[src/rtl/dmux_deser4_pkg.sv]
// dmux_pkg: shared definitions for the dmux_deser4 deserializer.
//   NCH      - number of demux channels (y0..y3)
//   ch_sel_t - channel select type matching the demux sel input
//   chan_mask - one-hot mask of a channel select
package dmux_pkg;

   localparam int NCH = 4;

   typedef logic [1:0] ch_sel_t;

   // One-hot mask for a channel; used for enable decode and steering check.
   function automatic logic [NCH-1:0] chan_mask(input ch_sel_t c);
      logic [NCH-1:0] m;
      m = '0;
      m[c] = 1'b1;
      return m;
   endfunction

endpackage

[src/rtl/dmux_deser4_lane.sv]
// deser_lane: one channel of the 1:4 demux deserializer.
// Shifts in serial bits MSB-first, emits a WIDTH-bit word over a
// valid/ready handshake and flags a sticky overflow when a word completes
// while the previous one is still held un-accepted.
// Ports:
//   clk, rst  - clock, async active-high reset
//   en        - this lane owns the bit sampled this cycle
//   sync      - frame sync, restarts bit counting
//   bit_in    - serial bit for this lane (valid when en=1)
//   rdy       - consumer ready
//   err_clr   - clear sticky overflow
//   vld, data - word valid / held word
//   ovf       - sticky overflow
module deser_lane #(
   parameter int WIDTH = 8
) (
   input  logic             clk,
   input  logic             rst,
   input  logic             en,
   input  logic             sync,
   input  logic             bit_in,
   input  logic             rdy,
   input  logic             err_clr,
   output logic             vld,
   output logic [WIDTH-1:0] data,
   output logic             ovf
);

   localparam int CNT_W = $clog2(WIDTH);
   localparam logic [CNT_W-1:0] LAST = CNT_W'(WIDTH - 1);

   logic [WIDTH-1:0] shreg;
   logic [CNT_W-1:0] cnt;

   // sync acts before the capture, so a bit arriving with sync becomes
   // bit 0 of a fresh word.
   logic [WIDTH-1:0] shreg_base;
   logic [CNT_W-1:0] cnt_base;
   logic [WIDTH-1:0] word;
   logic             done;
   logic             load;
   logic             accept;

   always_comb begin
      shreg_base = sync ? '0 : shreg;
      cnt_base   = sync ? '0 : cnt;
      word       = {shreg_base[WIDTH-2:0], bit_in};
      done       = en && (cnt_base == LAST);
      accept     = vld && rdy;
      // A completed word lands only if the holding register is free or
      // is being emptied on this same edge.
      load       = done && (!vld || rdy);
   end

   always_ff @(posedge clk or posedge rst) begin
      if (rst) begin
         shreg <= '0;
         cnt   <= '0;
      end else if (en) begin
         shreg <= word;
         cnt   <= done ? '0 : cnt_base + 1'b1;
      end else begin
         shreg <= shreg_base;
         cnt   <= cnt_base;
      end
   end

   always_ff @(posedge clk or posedge rst) begin
      if (rst) begin
         vld  <= 1'b0;
         data <= '0;
      end else if (load) begin
         vld  <= 1'b1;
         data <= word;
      end else if (accept) begin
         vld  <= 1'b0;
      end
   end

   // Set wins over clear.
   always_ff @(posedge clk or posedge rst) begin
      if (rst)
         ovf <= 1'b0;
      else if (done && vld && !rdy)
         ovf <= 1'b1;
      else if (err_clr)
         ovf <= 1'b0;
   end

endmodule

[src/rtl/dmux_deser4.sv]
// dmux_deser4: downstream stage of a 1:4 bit demultiplexer.
// Captures the bit steered onto y[sel] into a per-channel WIDTH-bit word
// and presents each word over its own valid/ready handshake.
// Ports:
//   clk, rst           - clock, async active-high reset
//   bit_vld, sel       - a bit is live on y[sel] this cycle
//   y0..y3             - demux outputs
//   sync               - frame sync, restarts bit counting on all channels
//   out_vld, out_rdy   - per-channel handshake
//   out_data           - channel c word at [c*WIDTH +: WIDTH]
//   ovf                - per-channel sticky overflow
//   steer_err          - sticky: activity on a non-selected y line
//   err_clr            - clears ovf and steer_err
module dmux_deser4
   import dmux_pkg::*;
#(
   parameter int WIDTH = 8
) (
   input  logic                 clk,
   input  logic                 rst,
   input  logic                 bit_vld,
   input  ch_sel_t              sel,
   input  logic                 y0,
   input  logic                 y1,
   input  logic                 y2,
   input  logic                 y3,
   input  logic                 sync,
   output logic [NCH-1:0]       out_vld,
   input  logic [NCH-1:0]       out_rdy,
   output logic [NCH*WIDTH-1:0] out_data,
   output logic [NCH-1:0]       ovf,
   output logic                 steer_err,
   input  logic                 err_clr
);

   logic [NCH-1:0] y_vec;
   logic [NCH-1:0] sel_mask;
   logic [NCH-1:0] lane_en;
   logic           bit_sel;
   logic           steer_set;

   always_comb begin
      y_vec     = {y3, y2, y1, y0};
      sel_mask  = chan_mask(sel);
      lane_en   = bit_vld ? sel_mask : '0;
      bit_sel   = y_vec[sel];
      // Only meaningful while a bit is live; idle y lines are don't-care.
      steer_set = bit_vld && |(y_vec & ~sel_mask);
   end

   always_ff @(posedge clk or posedge rst) begin
      if (rst)
         steer_err <= 1'b0;
      else if (steer_set)
         steer_err <= 1'b1;
      else if (err_clr)
         steer_err <= 1'b0;
   end

   for (genvar c = 0; c < NCH; c++) begin : g_lane
      deser_lane #(.WIDTH(WIDTH)) u_lane (
         .clk     (clk),
         .rst     (rst),
         .en      (lane_en[c]),
         .sync    (sync),
         .bit_in  (bit_sel),
         .rdy     (out_rdy[c]),
         .err_clr (err_clr),
         .vld     (out_vld[c]),
         .data    (out_data[c*WIDTH +: WIDTH]),
         .ovf     (ovf[c])
      );
   end

endmodule

[config.mk]
export PLATFORM = sky130hd
export DESIGN_NAME = dmux_deser4
export DESIGN_NICKNAME = d
export VERILOG_FILES = /design/src/rtl/dmux_deser4_pkg.sv /design/src/rtl/dmux_deser4_lane.sv /design/src/rtl/dmux_deser4.sv
export SDC_FILE = /design/constraint.sdc
export NUM_CORES = 1
export LEC_CHECK = 0
export ABC_AREA = 1
export CAP_MARGIN = 20
export CELL_PAD_IN_SITES_DETAIL_PLACEMENT = 2
export CELL_PAD_IN_SITES_GLOBAL_PLACEMENT = 2
export CORE_UTILIZATION = 34
export CTS_CLUSTER_DIAMETER = 30
export DETAILED_ROUTE_END_ITERATION = 10
export DONT_BUFFER_PORTS = 1
export PLACE_DENSITY = 0.74
export SLEW_MARGIN = 0
export SYNTH_ARGS = -nofsm -noshare
export SYNTH_HDL_FRONTEND = slang
export SYNTH_SLANG_ARGS = --single-unit
[constraint.sdc]
create_clock -name clk -period 2.7 [get_ports clk]
set_input_delay 0.54 -clock clk [delete_from_list [all_inputs] [get_ports clk]]
set_output_delay 0.54 -clock clk [all_outputs]
set_load 0.03 [all_outputs]
==> summary.md <==
| Metric | Value |
|---|---|
| Fin nets | `436` |
| Root Buffer | `clkbuf_8` |
| P_sw | `0.526 mW` |
| Clock Skews | `0.00752 ns` |
| Post-Syn Area | `0.00368 sq mm` |
| Die Area | `0.0112 sq mm` |
| Comb pwr share | `4.3%` |
| RSZ-0062 raised after global routing | `no` |
| Relative max-transition margin | `70.0%` |
| Vias in the first global route | `2928` |
| Initial antenna violation count | `0` |
| Slew Limit Fails | `0` |
| Layout Area Growth over Synthesis | `7.86%` |
| Setup WS pre-CTS | `0.514 ns` |
| Hold_buf cts | `0` |
| Setup Crit Path Kind | `in -> reg` |
| Max stage delay cell, worst path | `buf_4` |
| Share of layout cells above drive strength 1 | `11.0%` |
| ANT cells | `0` |
| Post-synth EDFFs | `0` |
| Post-Syn Instances | `420` |
| Post-cts sizing count | `0` |
| DRC Markers | `0` |
| Top cells by area, synth | `dfrtp_1 (55%), nand2_1 (15%), o21ai_0 (6.3%), inv_1 (5.6%), o21ai_2 (2.9%)` |
| Starting density of the core | `35.3%` |
| Register-to-Register Path Depth | `10` |
| Largest family of logic cells by synthesized area | `simple AND/OR/NAND/NOR gates` |
| Leading register cell type out of synthesis | `dfrtp_1` |
| CP Capture Type | `flip-flop` |
| Largest net degree at the start of global routing | `82` |
| Worst-path clk slew | `0.08 ns` |
| Tot Pwr | `2.37 mW` |
| Die width | `106 um` |
| Most common cell on crit path | `inv_1` |
| Share of the synthesized area in the top cell type | `55.1%` |
| Cell taking the most area after synthesis | `dfrtp_1` |
| Commonest cells in the synthesized netlist | `nand2_1 (146), dfrtp_1 (81), inv_1 (55)` |
| Rows | `37` |
| Routed len/inst | `15.7 um` |
| Final setup fails | `0` |
| Sequential element share of the synthesized area | `55.1%` |
| Via Count | `2669` |
| Area after DPL | `0.00374 sq mm` |
| CP startpoint kind | `primary input` |
| Mapped Avg Cell Area | `8.76 sq um` |
| # IOs | `56` |
| Total GRT Usage | `17.1%` |
| Drt pass-1 iters | `4` |
| Crit path DAT | `2.09 ns` |
| TritonCTS Buffers | `9` |
| Internal Power | `1.84 mW` |
| Final min period | `1.80 ns` |
| DP Cell Count | `538` |
| Net Sw Frac | `22.3%` |
| Fin crit share | `66.6%` |
| Clock sinks | `81` |
| Asr flop ratio synth | `100%` |
| Most common cell in the netlist | `nand2_1` |
| Post-Synth XOR/XNOR Area | `0.238%` |
| Detailed-route wire length | `8.71 mm` |
| Worst path max stage delay | `0.23 ns` |
| Static Leakage | `2.11 nW` |
| Critical-path cell list | `inv_1 > buf_4 > nand2_1 > inv_1 > ha_1 > ha_1 > inv_1 > nor2_2 > nand2_2 > inv_1 > nand2_1 > nand2_1` |
| Sequential Power Share | `52.0%` |
| Worst skew pair latency | `0.35 ns` |
| First-pass GRT wire length | `14.8 mm` |
| Tightest Pin Transition | `0.449 ns` |
| Post-Synthesis Net Count | `443` |
| Design Area, Final | `0.00397 sq mm` |
| Post-synthesis register bit count | `81` |
| Peak VDD IR | `0.000212 V` |
| Top delay family on crit path | `buffers and inverters` |
| Die Y-Extent | `106 um` |
| Max-Cap Viols | `0` |
| Grt ovf | `0` |
| H-tree depth | `3` |
| Critical Path Fanout Max | `14` |
| Routability Congestion | `0.708` |
| Distinct cells, synth | `21` |
| Status | `finished clean` |
| Cell Count, Final, Fillers Out | `553` |
| Synth warnings | `0` |
| Clock power frac | `43.7%` |
| Core Box Area | `0.0104 sq mm` |
| Final WS setup | `0.901 ns` |
| Post-Synth Adder-Cell Area | `2.72%` |
| Synth Area in Compound Gates | `9.80%` |
| CP required | `2.99 ns` |
| Power Dens Cells | `596 mW/mm^2` |
| Fmax | `556 MHz` |
| IO buf count | `0` |
| Simple-gate share of the synthesized area | `22.2%` |
| Clock buffer depth | `2` |
| Via density | `4.83` |
| CTS tree | `done` |
| CP Depth | `12` |
| First DRT Iteration DRCs | `71` |
| Buf/Inv on CP | `5` |
| Hold Vio Cnt, Final | `0` |
| Multiplexer area fraction after synthesis | `0%` |
| HPWL Detailed | `6.14 mm` |
| Total negative slack | `0 ns` |
| Hold crit path type | `in -> async` |
| Post-CTS Setup Bufs | `0` |
| Final ANT Viol Nets | `0` |
==> cells in the final DEF (no fill, tap or decap), drive strengths merged <==
| cell | Yosys | layout |
|---|---|---|
| nand2 | 152 | 152 |
| dfrtp | 81 | 81 |
| o21ai | 63 | 63 |
| inv | 56 | 55 |
| nand3 | 19 | 19 |
| nor2 | 18 | 18 |
| clkbuf | 3 | 13 |
| ha | 8 | 8 |
| buf | 19 | 4 |
| bufinv | 0 | 2 |
| xor2 | 1 | 1 |
| clkinv | 0 | 1 |
==> worst paths after layout <==
path	start	endpoint	slack (ns)
max in group asynchronous	rst	g_lane[2].u_lane.ovf	2.19
hold reg to reg	g_lane[3].u_lane.shreg[5]	g_lane[3].u_lane.shreg[5]	0.53
setup / recovery	sync	g_lane[3].u_lane.data[0]	0.90
setup reg to reg	g_lane[3].u_lane.cnt[0]	g_lane[3].u_lane.data[0]	1.06
min in group clk	bit_vld	steer_err	0.33
hold / removal	rst	g_lane[3].u_lane.data[0]	0.15
==> stage by stage <==
step           hold slack [ns]  util, %
6_report                 0.145     38.1
5_1_grt                  0.166     38.1
4_1_cts                  0.169     38.1
3_5_place_dp             0.517     35.9
3_3_place_gp             0.499     35.9
2_1_floorplan            0.454        -
==> registers in the layout (all words and copies together) (netlist names) <==
register,cells
g_lane.u_lane.shreg,28
g_lane.u_lane.data,32
g_lane.u_lane.cnt,12
g_lane.u_lane.ovf,4
steer_err,1
g_lane.u_lane.vld,4
==> power groups by stage <==
stage,registers [mW],logic (mW),clock network [mW]
finish,1.23,0.101,1.03
CTS,1.23,0.106,1.06
floorplan,1.25,0.0782,0
global placement,1.25,0.101,0
global route,1.23,0.117,1.10
detailed placement,1.26,0.104,0
==> kinds of logic (layout without fill, tap and decap cells) <==
group                      count (synthesis)  in the layout
buffers and inverters                     78             75
adders and majority gates                  8              8
DFF                                       81             81
xor gates and xnor gates                   1              1
and+or+nand+nor                          189            189
AOI/OAI and AO/OA                         63             63
==> layer usage <==
metal | vias up | share of wire (%) | GRT usage (%)
met5 | - | 0 | 0
met4 | 0 | 1.0 | 6.25
met3 | 8 | 3.9 | 4.35
met2 | 41 | 49 | 28.9
met1 | 1351 | 46 | 21.0
li1 | 1269 | - | -
==> final cells by class <==
cell class	count	area, sq um
Inverter	56	211
Clock inverter	2	60.1
Tap cell	136	170
Sequential cell	81	2030
Fill cell	1205	6450
Clock buffer	13	169
Multi-Input combinational cell	261	1290
Timing Repair Buffer	4	42.5
==> worst reg2reg max path, stage by stage (launching register included) <==
cell and delay (ns):
dfrtp_1 0.37, nand2_1 0.10, inv_1 0.05, ha_1 0.18
ha_1 0.19, inv_1 0.11, nor2_2 0.07, nand2_2 0.22
inv_1 0.11, nand2_1 0.07, nand2_1 0.06
(Power assumes the default switching activity.)
